===== config.mk =====
export PLATFORM = sky130hd
export DESIGN_NAME = serial_add_nbit_flat
export DESIGN_NICKNAME = d
export VERILOG_FILES = /design/src/rtl/serial_add_nbit_if.sv /design/src/rtl/serial_add_nbit.sv /design/src/flat_wrapper.sv
export SDC_FILE = /design/constraint.sdc
export NUM_CORES = 1
export LEC_CHECK = 0
export CORE_UTILIZATION = 50
export DETAILED_ROUTE_END_ITERATION = 7
export PLACE_DENSITY = 0.8
export REMOVE_ABC_BUFFERS = 1
export SLEW_MARGIN = 20
export SYNTH_ARGS = -nofsm -noshare
export SYNTH_HDL_FRONTEND = slang
export SYNTH_SLANG_ARGS = --single-unit

===== constraint.sdc =====
create_clock -name clk -period 1.47 [get_ports clk]
set_input_delay 0.294 -clock clk [delete_from_list [all_inputs] [get_ports clk]]
set_output_delay 0.294 -clock clk [all_outputs]
set_load 0.005 [all_outputs]

===== src/rtl/serial_add_nbit_if.sv =====
// serial_add_nbit_if: start/busy/done handshake and operand/result bus of the bit-serial adder
// master drives start, a, b, ci and observes busy, done, sum, co (and ovf when OVF_FLAG_EN is defined)
// slave is the adder side
interface serial_add_nbit_if #(parameter int n = 4);
  logic start, ci, busy, done, co;
  logic [n-1:0] a, b, sum;
`ifdef OVF_FLAG_EN
  logic ovf;
`endif
  modport master(output start, a, b, ci, input busy, done, sum, co
`ifdef OVF_FLAG_EN
    , ovf
`endif
  );
  modport slave(input start, a, b, ci, output busy, done, sum, co
`ifdef OVF_FLAG_EN
    , ovf
`endif
  );
endinterface


===== src/rtl/serial_add_nbit.sv =====
// serial_add_nbit: bit-serial n-bit adder, LSB first, one bit per clock under start/busy/done
// ports: clk, rst_n (sync active-low), io (slave): start, a, b, ci in; busy, done, sum, co out
// optional macro OVF_FLAG_EN adds the registered signed-overflow output io.ovf
module serial_add_nbit #(parameter int n = 4) (
  input logic clk,
  input logic rst_n,
  serial_add_nbit_if.slave io
);
  localparam int iw = $clog2(n) + 1;
  typedef enum logic [1:0] {IDLE, RUN, DONE} state_t;
  state_t state_q, state_d;
  logic [n-1:0] a_q, a_d, b_q, b_d, r_q, r_d, sum_q, sum_d;
  logic [iw-1:0] idx_q, idx_d;
  logic c_q, c_d, co_q, co_d, s, cn, last;
`ifdef OVF_FLAG_EN
  logic ovf_q, ovf_d;
`endif
  assign s = a_q[0] ^ b_q[0] ^ c_q;
  assign cn = (a_q[0] & b_q[0]) | (c_q & (a_q[0] ^ b_q[0]));
  assign last = idx_q == iw'(n - 1);
  always_comb begin
    state_d = state_q;
    a_d = a_q;
    b_d = b_q;
    c_d = c_q;
    r_d = r_q;
    idx_d = idx_q;
    sum_d = sum_q;
    co_d = co_q;
`ifdef OVF_FLAG_EN
    ovf_d = ovf_q;
`endif
    if (state_q == IDLE && io.start) begin
      state_d = RUN;
      a_d = io.a;
      b_d = io.b;
      c_d = io.ci;
      r_d = '0;
      idx_d = '0;
    end else if (state_q == RUN) begin
      a_d = a_q >> 1;
      b_d = b_q >> 1;
      c_d = cn;
      r_d = {s, r_q[n-1:1]};
      idx_d = idx_q + 1'b1;
      if (last) begin
        state_d = DONE;
        sum_d = {s, r_q[n-1:1]};
        co_d = cn;
`ifdef OVF_FLAG_EN
        // operands have been shifted down, so bit 0 now holds the original sign bits
        ovf_d = (a_q[0] == b_q[0]) && (s != a_q[0]);
`endif
      end
    end else if (state_q == DONE) begin
      state_d = IDLE;
    end
  end
  always_ff @(posedge clk) begin
    if (!rst_n) begin
      state_q <= IDLE;
      a_q <= '0;
      b_q <= '0;
      c_q <= 1'b0;
      r_q <= '0;
      idx_q <= '0;
      sum_q <= '0;
      co_q <= 1'b0;
`ifdef OVF_FLAG_EN
      ovf_q <= 1'b0;
`endif
    end else begin
      state_q <= state_d;
      a_q <= a_d;
      b_q <= b_d;
      c_q <= c_d;
      r_q <= r_d;
      idx_q <= idx_d;
      sum_q <= sum_d;
      co_q <= co_d;
`ifdef OVF_FLAG_EN
      ovf_q <= ovf_d;
`endif
    end
  end
  assign io.busy = state_q == RUN;
  assign io.done = state_q == DONE;
  assign io.sum = sum_q;
  assign io.co = co_q;
`ifdef OVF_FLAG_EN
  assign io.ovf = ovf_q;
`endif
endmodule


===== src/flat_wrapper.sv =====
// flat-port wrapper written by rule: the top's interface ports become plain ports
module serial_add_nbit_flat 
#(parameter int n = 4)
  (clk, rst_n, io_start, io_a, io_b, io_ci, io_busy, io_done, io_sum, io_co);
  serial_add_nbit_if #(.n(n)) io_i ();
  input logic clk;
  input logic rst_n;
  input wire logic [$bits(io_i.start)-1:0] io_start;
  input wire logic [$bits(io_i.a)-1:0] io_a;
  input wire logic [$bits(io_i.b)-1:0] io_b;
  input wire logic [$bits(io_i.ci)-1:0] io_ci;
  output wire logic [$bits(io_i.busy)-1:0] io_busy;
  output wire logic [$bits(io_i.done)-1:0] io_done;
  output wire logic [$bits(io_i.sum)-1:0] io_sum;
  output wire logic [$bits(io_i.co)-1:0] io_co;
  assign io_i.start = io_start;
  assign io_i.a = io_a;
  assign io_i.b = io_b;
  assign io_i.ci = io_ci;
  assign io_busy = io_i.busy;
  assign io_done = io_i.done;
  assign io_sum = io_i.sum;
  assign io_co = io_i.co;
  serial_add_nbit #(.n(n)) u_core (.clk(clk), .rst_n(rst_n), .io(io_i));
endmodule

# Yosys cells after proc, flatten, opt, wreduce, memory -nomap -nowiden
# Index checks and enable logic that the tools add are counted.
[classes] n_mux=10 reduce_logical=9 bitwise=7 n_eq_ne=5 n_addsub=1
[op_table] op="4-bit 2-to-1 mux" n=4
[op_table] op="2-bit 2-to-1 mux" n=3
[op_table] op="2-bit AND reduction" n=2
[op_table] op="2-bit nonzero test" n=2
[op_table] op="3-bit by 1-bit adder with 3-bit output (second input constant)" n=1
[op_table] op="3-bit by 2-bit == test with 1-bit output (second input constant)" n=1
[op_table] op="1-bit 2-to-1 mux" n=3
[op_table] op="3-bit by 1-bit inequality test with 1-bit output (second input constant)" n=1
[op_table] op="3-bit AND reduction" n=1
[op_table] op="3-bit nonzero test" n=1
[op_table] op="1-bit AND" n=2
[op_table] op="2-bit by 1-bit == test with 1-bit output (second input constant)" n=1
[op_table] op="2-bit == test (second input constant)" n=1
[op_table] op="2-bit logical NOT" n=1
[op_table] op="2-bit by 1-bit inequality test with 1-bit output (second input constant)" n=1
[op_table] op="1-bit NOT" n=2
[op_table] op="2-bit OR reduction" n=1
[op_table] op="1-bit XOR" n=2
[op_table] op="1-bit logical AND" n=1
[op_table] op="1-bit bitwise OR" n=1
[totals] ff_bits=23 input_bits=12

# Depth between registers and ports, before layout
# Gate-level depths: netlist of the first run.
[logic_depth] word_depth=5 ltp_mapped=6

# Least setup slack after synthesis of the first run
# OpenSTA, ideal clock, no wires.
[synth_path] kind="register to register" start="register u_core.idx_q[0]" end="register u_core.state_q[0]" period_less_slack_ns=1.284 setup_ns=0.116 path_buffers=1 arrival_ns=1.167 setup_slack_ns=0.186 path_stages_with_launch=6 cell_sequence="dfxtp_1 > ha_1 > ha_1 > buf_2 > nand2b_1 > a41o_1"
[synth_via] elab_chain_cells=3
[synth_rtl] element="from (decl)" line_no="serial_add_nbit.sv:13" source="logic [iw-1:0] idx_q, idx_d;"
[synth_rtl] element="from (signal assigned)" line_no="serial_add_nbit.sv:78" source="idx_q <= idx_d;"
[synth_rtl] element="3-bit by 2-bit == test with 1-bit output" line_no="serial_add_nbit.sv:20" source="assign last = idx_q == iw'(n - 1);"
[synth_rtl] element="3-bit by 1-bit inequality test with 1-bit output (no source line)"
[synth_rtl] element="2-bit AND reduction (no source line)"
[synth_rtl] element="to (signal assigned)" line_no="serial_add_nbit.sv:73" source="state_q <= state_d;"
[synth_rtl] element="to (decl)" line_no="serial_add_nbit.sv:11" source="state_t state_q, state_d;"
# Every way passes these cells.
# A chain may end at the register's enable or synchronous reset.

# Worst setup path after layout of the first run
[layout_path] start="register u_core.state_q[1]" end="output io_busy"
[layout_via] elab_chain_cells=1
[layout_rtl] element="2-bit by 1-bit == test with 1-bit output" line_no="serial_add_nbit.sv:86" source="assign io.busy = state_q == RUN;"
[layout_rtl] element="to (decl)" line_no="flat_wrapper.sv:12" source="output wire logic [$bits(io_i.busy)-1:0] io_busy;"
# Every way passes these cells.

==> impl_metrics.ini, run 1 <==
[place]
io_buffers = 18
gp_congestion = 0.793
place_ws_ns = -0.0128
hpwlAfterDp_um = 1240

[cells_and_area]
fin_nets = 145
diodes = 0
syn2layout_area_growth_pct = 23.7
final_util = 0.690
drive_above_1_share = 0.153

[sta]
rsz0062_at_grt = false
finalWorstSetupSlack_ns = 0.0478
slew_headroom = 0.724
tightest_slew_ns = 0.412
hold_ws_ns = 0.463
finalSetupViolCount = 0
hold_viol = 0
fin_setup_tns_ns = 0
post-route-period-util = 0.968
finalMaxSlewViolations = 0
fmax_mhz = 703
period_needed_ns = 1.42
clock_skew_ns = 0.00241

[cts]
cts-buffers-inserted = 3
cts.sinks = 22
htreeDepth = 1
cts_root_buf = clkbuf_4
clock_latency_ns = 0.29
clkTransAtPathRegs_ns = 0.11
cts_tree = done
cts_buffer_depth = 2

[global_routing]
grt-ovfl-total = 0
grt_max_degree = 18
grt_pass1_wl_um = 2680
grt_usage = 0.173
antenna_found_initial = 0
grt_pass1_vias = 638

[synthesis]
synthCells = 101
synthTopCellsByCount = dfxtp_1 (22), mux2i_1 (11), a21oi_1 (8), o21ai_0 (8)
netlist.area_leader.share = 0.438
synth_edf_count = 0
synthesis.area_um2 = 1000
synthArstFlopShare = 0
synth_warnings = 0
synth_area_leaders = dfxtp_1 (44%), mux2i_1 (11%), ha_1 (7.5%), a21oi_1 (4.0%), o21ai_0 (4.0%)
seq_area_frac_synth = 0.438
synth_largest_area_cell = dfxtp_1
yosysMostFrequentCell = dfxtp_1
ys_seq_elements = 22
synth_ff_type = dfxtp_1
synth.distinct_cells = 25
avgSynthCellArea_um2 = 9.95

[die]
die_w_um = 46.8
core_um2 = 1800
ios = 19
dieArea_um2 = 2190
start_util = 0.558
rows = 15
die_h_um = 46.8

[critical_path]
r2r_slack_ns = 0.20
crit_path_cell_trace = inv_2 > ha_2 > dlygate4sd2_1
critical_path_class = reg2out
slowest_delay_ns = 0.36
r2r_cells = 4
required_ns = 1.18
end_kind = primary output
worstPathArrival_ns = 1.13
critPathLaunchType = flop
rr_endpoint = u_core.state_q[0]
cp_num_cells = 3
cp_num_buf_inv = 2
cp_max_fo = 4
timing.rr.start = u_core.idx_q[0]
cp_top_family = flip-flops
cp_slowest_cell = dfxtp_2

[routing]
drtAntennaViolNets = 0
via_per_inst = 5.00
vias = 745
first_pass_iters = 2
drc_errors = 0
drt_wl_total_um = 1640
drt-initial-drc-count = 2
wl_per_cell_um = 11.0

[power]
vdd_ir_drop_max_uv = 511
power.density_nw_per_um2 = 962
power.leakage_uw = 0.000511
finalPower_uw = 1200

[worst_hold_path]
hold_path_end = u_core.io.sum[3]
holdPathStages = 2
hp-start = u_core.io.sum[3]
hold_class = reg2reg

[status]
outcome = finished, final reports clean

[run]
cap_violations = 0
worst reg2reg max path, delay by kind of cell (launching register included):
kind                       cells  cell delay (ns)
adders and majority gates      2             0.42
DFF                            1             0.34
AOI/OAI and AO/OA              1             0.25
and+or+nand+nor                1             0.17
cells in the final DEF (no fill, tap or decap), types with 2 or more instances in the layout:
master | Yosys | layout
dfxtp_1 | 22 | 18
clkdlybuf4s50_1 | 0 | 14
mux2i_1 | 11 | 11
o21ai_0 | 8 | 8
a21oi_1 | 8 | 8
nand3_1 | 7 | 7
nand2_1 | 7 | 7
buf_4 | 1 | 7
nor2_1 | 6 | 6
ha_1 | 6 | 5
a21boi_0 | 4 | 4
dfxtp_2 | 0 | 4
a21boi_1 | 3 | 3
clkbuf_4 | 0 | 3
inv_1 | 3 | 2
nand3b_1 | 2 | 2
dlymetal6s2s_1 | 0 | 2
layer usage:
metal | vias up | routed length (um) | GRT usage
li1 | 398 | - | -
met1 | 333 | 787 | 0.227
met2 | 12 | 793 | 0.278
met3 | 2 | 44 | 0.0346
met4 | 0 | 12 | 0.0686
met5 | - | 0 | 0
power by group:
group,switching (uW),internal [uW]
clock,163,95.2
combinational,133,139
sequential,26.6,639
total,323,873
how the worst max path moves through the flow:
stage,from,to,slack [ns]
after detailed placement,rst_n,u_core.io.sum[0],-0.01
after global routing,u_core.io.sum[1],io_sum[1],0.007
after floorplan,u_core.state_q[1],u_core.a_q[0],0.03
final,u_core.state_q[1],io_busy,0.05
after CTS,u_core.state_q[1],io_done,0.01
after global placement,rst_n,u_core.io.sum[0],0.05
sequential cells by signal, indices dropped and copies added, names as in the netlist:
| register | flops |
|---|---|
| u_core.a_q | 4 |
| u_core.b_q | 4 |
| u_core.io.sum | 4 |
| u_core.idx_q | 3 |
| u_core.r_q | 3 |
| u_core.state_q | 2 |
| u_core.c_q | 1 |
| u_core.io.co | 1 |
per-stage QoR:
step,area (um^2),cells
after global routing,1240,149
after CTS,1240,149
after global placement,1200,144
final,1240,149
after detailed placement,1200,144
after floorplan,950,96
cells by family (layout without fill, tap and decap cells):
family | after synthesis | after routing | synth area share
AOI/OAI and AO/OA | 26 | 26 | 0.154
DFF | 22 | 22 | 0.438
xor gates and xnor gates | 1 | 1 | 0.00872
adders and majority gates | 7 | 7 | 0.0946
and+or+nand+nor | 26 | 26 | 0.128
buffers and inverters | 8 | 31 | 0.0660
muxes | 11 | 11 | 0.110
what timing repair did:
item / CTS / global route
buffers inserted: 2 / 0
setup endpoints to repair: 2 / 6
gates resized for setup: 6 / 6
hold buffers: 0 / 0
area by class of cell:
cell class | count | area [um^2]
timing repair buffer | 25 | 231
fill | 158 | 559
tap | 25 | 31.3
inverter | 3 | 11.3
clock buffer | 3 | 22.5
sequential | 22 | 445
multi-input combinational | 71 | 500
(Power assumes the default switching activity.)
==> inputs of run 2 (changes only) <==
SLEW_MARGIN = 10   (was 20)
==> results of run 2 <==
Final layout, timing and power as in run 1 (identical DEF).
==> inputs of run 3 (changes only) <==
PLACE_DENSITY = 0.75   (was 0.8)
==> impl_metrics.ini, run 3 (synthesis results as in run 1) <==
[routing]
drtAntennaViolNets = 0
first_pass_iters = 4
drt_wl_total_um = 1820
vias = 774
drc_errors = 0
wl_per_cell_um = 12.2
via_per_inst = 5.16
drt-initial-drc-count = 17

[run]
cap_violations = 0

[sta]
fin_setup_tns_ns = 0
finalWorstSetupSlack_ns = 0.0489
rsz0062_at_grt = false
finalSetupViolCount = 0
hold_viol = 0
clock_skew_ns = 0.00150
fmax_mhz = 704
slew_headroom = 0.708
tightest_slew_ns = 0.436
hold_ws_ns = 0.463
period_needed_ns = 1.42
finalMaxSlewViolations = 0
post-route-period-util = 0.967

[power]
power.leakage_uw = 0.000582
power.density_nw_per_um2 = 1100
finalPower_uw = 1410
vdd_ir_drop_max_uv = 768

[cells_and_area]
diodes = 0
final_common_cell = dfxtp_1
final_cells = 150
layout_common_cells = dfxtp_1 (15), mux2i_1 (11), clkdlybuf4s50_1 (11), o21ai_0 (8), a21oi_1 (8)
syn2layout_area_growth_pct = 28.0
fin_nets = 145
drive_above_1_share = 0.200

[cts]
cts.sinks = 22
clock_latency_ns = 0.31
cts_buffer_depth = 2
htreeDepth = 1
ctsHoldBuffers = 0
cts_root_buf = clkbuf_4
clkTransAtPathRegs_ns = 0.12
cts_tree = done
cts-buffers-inserted = 3

[die]
die_h_um = 46.8
dieArea_um2 = 2190
core_um2 = 1800
rows = 15
ios = 19
start_util = 0.558
die_w_um = 46.8

[place]
place_ws_ns = -0.00310
io_buffers = 18
gp_congestion = 0.743
hpwlAfterDp_um = 1330
dp.cells = 144

[critical_path]
cp_max_fo = 2
worstPathArrival_ns = 1.13
required_ns = 1.18
end_kind = primary output
critical_path_class = reg2out
critPathLaunchType = flop

[global_routing]
antenna_found_initial = 0
grt_pass1_wl_um = 3020
grt-ovfl-total = 0
grt_max_degree = 18
grt_pass1_vias = 691
grt_usage = 0.201

[status]
outcome = finished, final reports clean

[worst_hold_path]
hold_class = reg2reg
## run 3: cell count changes in the layout (fill, tap and decap cells not counted)
cell and change:
bufinv_16 +1, dlymetal6s2s_1 +3, ha_1 -1, dfxtp_1 -3
dfxtp_2 +3, inv_1 -1, ha_2 +1, inv_2 +1
clkdlybuf4s50_1 -3
## run 3: through the flow
| step | util | instance area [um^2] |
|---|---|---|
| 5_1_grt | 0.714 | 1290 |
| 3_5_place_dp | 0.665 | 1200 |
| 6_report | 0.714 | 1290 |
| 4_1_cts | 0.706 | 1270 |
| 2_1_floorplan | - | 950 |
| 3_3_place_gp | 0.665 | 1200 |
## run 3: what timing repair did
action | CTS | global route
setup endpoints to repair | 4 | 7
buffers inserted | 2 | 0
gates resized for setup | 9 | 11
## run 3: where the power goes
part | internal [uW] | total, uW | switching (uW)
combinational | 144 | 283 | 139
sequential | 639 | 666 | 26.4
clock | 276 | 460 | 184
total | 1060 | 1410 | 350
## run 3: worst max-delay path: stages (launching register included)
cell and delay (ns):
dfxtp_2 0.35, inv_2 0.04, ha_2 0.17, dlygate4sd2_1 0.25
## run 3: layout make-up
type	instances	area (um^2)
clock inverter	1	30.0
timing repair buffer	25	239
tap	25	31.3
clock buffer	3	22.5
inverter	3	11.3
multi-input combinational	71	503
sequential	22	449
fill	146	515
## run 3: worst paths after layout
path,startpoint,end,slack (ns),cells after the start
worst max-delay path,u_core.state_q[0],io_done,0.05,3
worst min register to register,u_core.io.sum[3],u_core.io.sum[3],0.46,2
worst max register to register,u_core.state_q[0],u_core.state_q[0],0.07,6
worst min-delay path,u_core.io.sum[3],u_core.io.sum[3],0.46,2
## run 3: metal layers
metal	vias to the layer above	part of all wire	global-route usage
li1	403	-	-
met1	351	0.43	0.246
met2	16	0.53	0.339
met3	4	0.034	0.0577
met4	0	0.012	0.0686
met5	-	0	0
